<file path="src/rtl/apple1_pkg.sv">
// Shared constants and state encoding for the Apple-1 text-load replay path.
package apple1_pkg;

    localparam logic [7:0] ASCII_NUL = 8'h00;
    localparam logic [7:0] ASCII_LF  = 8'h0A;
    localparam logic [7:0] ASCII_CR  = 8'h0D;

    typedef enum logic [2:0] {
        S_IDLE,
        S_LOAD,
        S_FETCH,
        S_WAIT,
        S_FILTER,
        S_PRESENT,
        S_GAP,
        S_FINISH
    } feeder_state_t;

endpackage

</file>
<file path="src/rtl/apple1_char_filter.sv">
// Maps one text-buffer byte to an Apple-1 keystroke: uppercase, CR/LF folding,
// dropping of unprintables, and NUL as end of file.
module apple1_char_filter
    import apple1_pkg::*;
(
    input  logic [7:0] char_in,
    input  logic       prev_was_cr,
    output logic       emit,
    output logic [6:0] char_out,
    output logic       eof
);

    always_comb begin
        emit     = 1'b0;
        eof      = 1'b0;
        char_out = char_in[6:0];
        if (char_in == ASCII_NUL) begin
            eof = 1'b1;
        end else if (char_in == ASCII_CR) begin
            emit = 1'b1;
        end else if (char_in == ASCII_LF) begin
            // an LF directly after a CR belongs to the same line ending
            emit     = !prev_was_cr;
            char_out = ASCII_CR[6:0];
        end else if (char_in >= 8'h61 && char_in <= 8'h7A) begin
            emit     = 1'b1;
            char_out = char_in[6:0] - 7'h20;
        end else if ((char_in >= 8'h20 && char_in <= 8'h60) ||
                     (char_in >= 8'h7B && char_in <= 8'h7E)) begin
            emit = 1'b1;
        end
    end

endmodule

</file>
<file path="src/rtl/apple1_text_feeder.sv">
// Replays a downloaded text buffer into the Apple-1 keyboard port, one
// keystroke per CPU read, with idle gaps so the monitor/BASIC can keep up.
module apple1_text_feeder
    import apple1_pkg::*;
#(
    parameter int ADDR_W   = 13,
    parameter int CHAR_GAP = 25000,
    parameter int LINE_GAP = 2500000
) (
    input  logic              clk25,
    input  logic              rst_n,
    input  logic              dl_active,
    input  logic              dl_wr,
    input  logic [ADDR_W-1:0] dl_addr,
    output logic [ADDR_W-1:0] buf_addr,
    input  logic [7:0]        buf_data,
    output logic [6:0]        kbd_data,
    output logic              kbd_valid,
    input  logic              kbd_ack,
    output logic              busy,
    output logic              done
);

    localparam int GAP_W = $clog2(LINE_GAP + 1);

    feeder_state_t     state;
    logic [ADDR_W:0]   len;
    logic [ADDR_W:0]   ptr;
    logic [ADDR_W:0]   wr_end;
    logic [GAP_W-1:0]  gap_cnt;
    logic              dl_active_q;
    logic              dl_rise;
    logic              dl_fall;
    logic              prev_was_cr;
    logic              filt_emit;
    logic              filt_eof;
    logic [6:0]        filt_char;

    assign dl_rise = dl_active && !dl_active_q;
    assign dl_fall = !dl_active && dl_active_q;
    assign wr_end  = {1'b0, dl_addr} + (ADDR_W + 1)'(1);

    apple1_char_filter u_filter (
        .char_in     (buf_data),
        .prev_was_cr (prev_was_cr),
        .emit        (filt_emit),
        .char_out    (filt_char),
        .eof         (filt_eof)
    );

    always_ff @(posedge clk25 or negedge rst_n) begin
        if (!rst_n) dl_active_q <= 1'b0;
        else        dl_active_q <= dl_active;
    end

    // len tracks the highest written address + 1, so out-of-order writes still count
    always_ff @(posedge clk25 or negedge rst_n) begin
        if (!rst_n) begin
            len <= '0;
        end else if (dl_rise) begin
            len <= dl_wr ? wr_end : '0;
        end else if (dl_active && dl_wr && wr_end > len) begin
            len <= wr_end;
        end
    end

    always_ff @(posedge clk25 or negedge rst_n) begin
        if (!rst_n) begin
            state       <= S_IDLE;
            ptr         <= '0;
            gap_cnt     <= '0;
            buf_addr    <= '0;
            kbd_data    <= '0;
            kbd_valid   <= 1'b0;
            busy        <= 1'b0;
            done        <= 1'b0;
            prev_was_cr <= 1'b0;
        end else begin
            done <= 1'b0;
            if (dl_rise && state != S_IDLE) begin
                // a new download aborts the replay in progress
                kbd_valid <= 1'b0;
                busy      <= 1'b0;
                done      <= 1'b1;
                state     <= S_LOAD;
            end else begin
                case (state)
                    S_IDLE: if (dl_rise) state <= S_LOAD;
                    S_LOAD: begin
                        if (dl_fall) begin
                            if (len == '0) begin
                                state <= S_IDLE;
                            end else begin
                                ptr         <= '0;
                                prev_was_cr <= 1'b0;
                                busy        <= 1'b1;
                                state       <= S_FETCH;
                            end
                        end
                    end
                    S_FETCH: begin
                        if (ptr == len) begin
                            state <= S_FINISH;
                        end else begin
                            buf_addr <= ptr[ADDR_W-1:0];
                            state    <= S_WAIT;
                        end
                    end
                    S_WAIT: state <= S_FILTER;
                    S_FILTER: begin
                        ptr <= ptr + (ADDR_W + 1)'(1);
                        if (filt_eof) begin
                            state <= S_FINISH;
                        end else if (filt_emit) begin
                            kbd_data    <= filt_char;
                            kbd_valid   <= 1'b1;
                            prev_was_cr <= (filt_char == ASCII_CR[6:0]);
                            state       <= S_PRESENT;
                        end else begin
                            state <= S_FETCH;
                        end
                    end
                    S_PRESENT: begin
                        if (kbd_ack) begin
                            kbd_valid <= 1'b0;
                            gap_cnt   <= (kbd_data == ASCII_CR[6:0]) ? GAP_W'(LINE_GAP)
                                                                      : GAP_W'(CHAR_GAP);
                            state     <= S_GAP;
                        end
                    end
                    S_GAP: begin
                        if (gap_cnt == '0) state <= S_FETCH;
                        else               gap_cnt <= gap_cnt - GAP_W'(1);
                    end
                    S_FINISH: begin
                        busy  <= 1'b0;
                        done  <= 1'b1;
                        state <= S_IDLE;
                    end
                    default: state <= S_IDLE;
                endcase
            end
        end
    end

endmodule

</file>
<file path="config.mk">
export PLATFORM = sky130hd
export DESIGN_NAME = apple1_text_feeder
export DESIGN_NICKNAME = d
export VERILOG_FILES = /design/src/rtl/apple1_pkg.sv /design/src/rtl/apple1_char_filter.sv /design/src/rtl/apple1_text_feeder.sv
export SDC_FILE = /design/constraint.sdc
export NUM_CORES = 1
export LEC_CHECK = 0
export ABC_CLOCK_PERIOD_IN_PS = 4600
export CAP_MARGIN = 25
export CELL_PAD_IN_SITES_DETAIL_PLACEMENT = 0
export CELL_PAD_IN_SITES_GLOBAL_PLACEMENT = 1
export CORE_UTILIZATION = 48
export DETAILED_ROUTE_END_ITERATION = 7
export MAX_ROUTING_LAYER = met4
export PLACE_DENSITY = 0.94
export RECOVER_POWER = 100
export SLEW_MARGIN = 25
export SYNTH_ARGS = -nofsm -noshare
export SYNTH_HDL_FRONTEND = slang
export SYNTH_SLANG_ARGS = --single-unit
</file>
<file path="constraint.sdc">
create_clock -name clk25 -period 4.6 [get_ports clk25]
set_input_delay 0.92 -clock clk25 [delete_from_list [all_inputs] [get_ports clk25]]
set_output_delay 0.92 -clock clk25 [all_outputs]
set_load 0.01 [all_outputs]
</file>
---- Word-level counts from Yosys, hierarchy flattened ----
Cells that the tools add are included.
cells by class
  $add $sub $neg .......................... 4
  order comparisons ....................... 7
  equal/unequal tests ..................... 25
  muxes and demuxes ....................... 46
  bitwise gates (word level) .............. 3
  reduce and logical (&&, ||, !) cells .... 30
operators with widths
  cell                     number
  $mux W14                 5
  $mux W22                 3
  $pmux W22 S2             1
  $mux W7                  4
  $pmux W14 S2             1
  $le A8 B7 Y1 const B     3
  $mux W3                  8
  $pmux W3 S8              1
  $logic_not A22 Y1        1
  $sub A22 B1 Y22 const B  1
  $ne A3 B3 Y1 const B     7
  $reduce_and A4 Y1        5
  $mux W1                  19
  $eq A8 B4 Y1 const B     2
  $ge A8 B7 Y1 const B     2
  $add A13 B1 Y14 const B  1
  $add A14 B1 Y14 const B  1
  $eq A14 B14 Y1           1
  $eq A7 B4 Y1 const B     2
  $gt A14 B14 Y1           1
  $logic_not A14 Y1        1
  $eq A3 B3 Y1 const B     4
  $ne A2 B2 Y1 const B     6
  $reduce_bool A3 Y1       3
  other kinds (15)         32
word-level totals
  flip-flop bits (word level) ............. 78
  input bits .............................. 26
  output and inout bits ................... 23
  logic and storage cells ................. 126

---- Logic depth before layout (Yosys ltp) ----
  depth after elaboration ................. 12
  depth in mapped cells ................... 11
  mapped depth without buffers ............ 10

---- Hierarchy ----
Synthesis repeated with hierarchy kept, for this count alone.
unflattened totals
  cell total of the unflattened synthesis .. 526
  area total of the unflattened synthesis .. 5021.1 µm²
modules (own cells, without submodules)
  module              instances  cells each  area an instance (µm²)  seq. area each (µm²)
  apple1_text_feeder  1          487         4748.3                  1951.9
  apple1_char_filter  1          39          272.8                   0.0

---- Worst setup path after synthesis ----
Ideal clock, no wire load.
  kind .................................... in2reg
  start ................................... in dl_addr[0]
  end ..................................... reg len[10]
  library setup time ...................... 79 ps
  data arrival time ....................... 3561 ps
  data required time ...................... 4521 ps
  setup slack ............................. 960 ps
  stages on the path ...................... 11
  path buffers ............................ 1
  cell sequence ........................... ha_1 > nand3_1 > nor4_1 > xnor2_1 > ha_1 > a21oi_1 > nand2_1 > a211o_1 > o31ai_1 > buf_2 > mux2i_1
between the ends
  longest elaborated chain between the ends .. 4
  elaborated cells on any way between the ends .. 7
  those cells by class .................... add/sub (1); order compare (1); mux (3); reduce/logical (2)
ends and longest elaborated chain
  item                          RTL line                  text
  from (decl)                   apple1_text_feeder.sv:14  input logic [ADDR_W-1:0] dl_addr,
  $add A13 B1 Y14 *             apple1_text_feeder.sv:41  assign wr_end = {1'b0, dl_addr} + (ADDR_W + 1)'(1);
  $gt A14 B14 Y1                apple1_text_feeder.sv:62  end else if (dl_active && dl_wr && wr_end > len) begin
  $logic_and A1 B1 Y1           apple1_text_feeder.sv:62
  $reduce_bool A2 Y1 (no line)  n/a
  to (signal assigned)          apple1_text_feeder.sv:61  len <= dl_wr ? wr_end : '0;
  to (signal assigned)          apple1_text_feeder.sv:63  len <= wr_end;
  to (decl)                     apple1_text_feeder.sv:27  logic [ADDR_W:0] len;
Every way passes the cells marked *; elsewhere a longest branch is shown, timed or not. The select of a mux whose other input is x is not followed.
A chain may end at the register's enable or synchronous reset.

---- Worst setup path in the final report ----
  start ................................... in dl_addr[0]
  end ..................................... reg len[6]
The elaborated chain is that of the path after synthesis.

==> impl_metrics.toml <==
[run_status]
outcome = "finished, violations left"
violations = "max-capacitance violations, max-slew violations"

[synth]
ys_ff_latch = 78
synth_xor_area_frac = 0.0656
ys_types = 65
synth_compound_area_frac = 0.157
synth_nets = 590
synthCells = 545
yosysTopAreaCellShare = 0.385
synthFlopType = "dfrtp_1"
yosys_warnings = 0
synth_fa_ha_area_frac = 0.0469
synth-simple-area-share = 0.224
synth.area.top_cells = "dfrtp_1, ha_1, mux2_2"
syn_area_per_cell_sq_um = 9.31
synth_top_family_by_area = "simple AND/OR/NAND/NOR gates"
synth_mux_area_frac = 0.0762
yosys.area.top_type = "dfrtp_1"
async_flop_share = 1.00
netlist_area_sq_um = 5070
yosys-top-cells-count = "dfrtp_1, o21ai_0, a21oi_1"
synth.most_common_cell = "dfrtp_1"
synth-edff-count = 0
ys_seq_area_frac = 0.385

[clock_tree]
post_cts_resized = 0
holdBufCountCts = 0
cts_buffer_depth = 2
worstSkewPairLatency_ns = 0.36
clk_pin_slew_ns = 0.07
root_buffer = "clkbuf_8"
post_cts_buffers = 0
htreeDepth = 3
cts_made_buffers = 9
cts.sinks = 78
cts_tree = "yes"

[timing]
period_share = 0.903
slew-limit-headroom = -0.268
fin_tns_setup_ns = 0
rsz0062_at_grt = "false"
setup_viol = 0
hold_violations = 0
tightest_slew_ns = 1.90
drv_slew = 79
max_freq_ghz = 0.241
skew_ns = 0.0148
post-route-min-period_ns = 4.15

[final_layout]
fill_cells = 936
final_layout_size_suffix_gt1_frac = 0.0922
nets = 626
multi_input_area_sq_um = 2850
seq_area_sq_um = 1950
syn_to_final_growth_pct = 13.6
antennaDiodeCount = 0

[power]
power_per_cell_area_nw_per_um2 = 391
p_leak_nw = 2.58
power_mw = 2.25
max-vdd-ir-drop_v = 0.000186

[route]
avgRoutedWirePerCell_um = 15.3
firstDrtPassIters = 5
dr.first_iter.drc_count = 229
drtAntennaViolNets = 0
viasPerCell = 5.90
via_count = 4261
drc = 0
drt_wl_total_mm = 11.0

[critical_path]
path_class = "in -> reg"
cp_slowest_cell = "o31ai_1"
cp.required_ns = 4.87
crit_path_cell_trace = "clkdlybuf4s50_1, ha_1, nand3_1, nor4_1, xnor2_1, ha_1, a21oi_1, nand2_1, a211o_1, o31ai_1, buf_4, mux2i_1"
cp_top_family = "compound AO/OA/AOI/OAI gates"
cp.arrival_ns = 4.43
slowest_delay_ns = 0.67
crit_buf_inv = 2
cp_max_fo = 10
critPathLaunchType = "input pin"
critPathMostFrequentCell = "ha_1"
cp-end-kind = "flop"

[global_routing]
grt_max_degree = 79
grt.total_usage = 0.221
grt_pass1_wl_mm = 19.3
antenna_found_initial = 0
grt_pass1_vias = 4065
overflow = 0

[run]
drv_cap = 1

[floorplan]
die_area_sq_um = 11000
placementRows = 37
initial_core_util = 0.494
core_area_sq_um = 10300
pin_count = 49
die_h_um = 105
die_x_um = 105

[placed_design]
hpwl_mm = 8.23
gp_congestion = 0.871
io_buffers = 48

[hold_path]
hold_class = "reg -> reg"
[path summary, 6_finish.rpt]
check / startpoint / endpoint / cells after the start / slack [ns]
worst max-delay path: dl_addr[0] / len[6] / 12 / 0.45
worst min-delay path: buf_addr[8] / buf_addr[8] / 1 / 0.50
worst max register to register: gap_cnt[14] / gap_cnt[5] / 5 / 1.46
worst min register to register: buf_addr[8] / buf_addr[8] / 1 / 0.50
max in group asynchronous: rst_n / len[6] / 1 / 2.39
min in group asynchronous: rst_n / gap_cnt[17] / 1 / 1.09
[metrics by stage]
stage | instances | hold WS [ns] | setup WS [ns] | instance area, sq um | utilization
after floorplan | 545 | 0.494 | 0.960 | 5070 | -
after detailed placement | 706 | 0.493 | 0.307 | 5620 | 0.547
after CTS | 722 | 0.510 | 0.689 | 5810 | 0.565
after global placement | 706 | 0.490 | 0.416 | 5620 | 0.547
final | 722 | 0.502 | 0.446 | 5760 | 0.561
after global routing | 722 | 0.520 | 0.282 | 5760 | 0.561
[worst register-to-register path, stage by stage (launching register included)]
cell,delay (ns)
dfrtp_1,0.46
nor4_1,0.73
nand3_1,0.52
o21ai_0,0.88
nor4_1,0.08
or3_1,0.37
[flip-flops by register name (all words and copies together) (netlist names)]
signal and flops:
buf_addr 13, ptr 14, state 3, kbd_valid 1
done 1, dl_active_q 1, prev_was_cr 1, gap_cnt 22
busy 1, kbd_data 7, len 14
[power breakdown]
| group | leakage, nW | switching, mW | internal (mW) | total (mW) |
|---|---|---|---|---|
| combinational | 1.46 | 0.416 | 0.368 | 0.784 |
| clock | 0.0913 | 0.257 | 0.224 | 0.481 |
| sequential | 1.03 | 0.169 | 0.818 | 0.987 |
| total | 2.58 | 0.841 | 1.41 | 2.25 |
[cell families after synthesis]
group                      count (synthesis)
and+or+nand+nor                          192
xor gates and xnor gates                  38
muxes                                     36
AOI/OAI and AO/OA                        127
buffers and inverters                     55
DFF                                       78
adders and majority gates                 19
[layer usage]
metal | vias up | global-route usage | wire length, um
met3 | 12 | 0.0324 | 498
met2 | 106 | 0.335 | 4980
li1 | 2079 | - | -
met4 | 0 | 0.0694 | 133
met5 | - | - | 0
met1 | 2064 | 0.307 | 5410
[final cells by class]
cell class | count | area share
tap | 136 | 0.0295
sequential | 78 | 0.339
clock inverter | 5 | 0.00586
inverter | 29 | 0.0189
timing repair buffer | 51 | 0.0858
clock buffer | 11 | 0.0263
multi-input combinational | 412 | 0.495
[cell usage in the layout (no fill, tap or decap), types with 9 or more instances in the layout]
master           instances
clkbuf_8                11
o21ai_0                 45
ha_1                    19
xor2_1                  15
nor4_1                  19
clkdlybuf4s50_1         22
nand2_1                 29
xnor2_1                 23
nor2_1                  27
mux2i_1                 15
nand4_1                 18
dlygate4sd3_1           25
a21oi_1                 32
or3_1                   13
nor3_1                   9
mux2_2                  20
inv_1                   29
dfrtp_1                 78
nand3_1                 22
(Power assumes the default switching activity.)
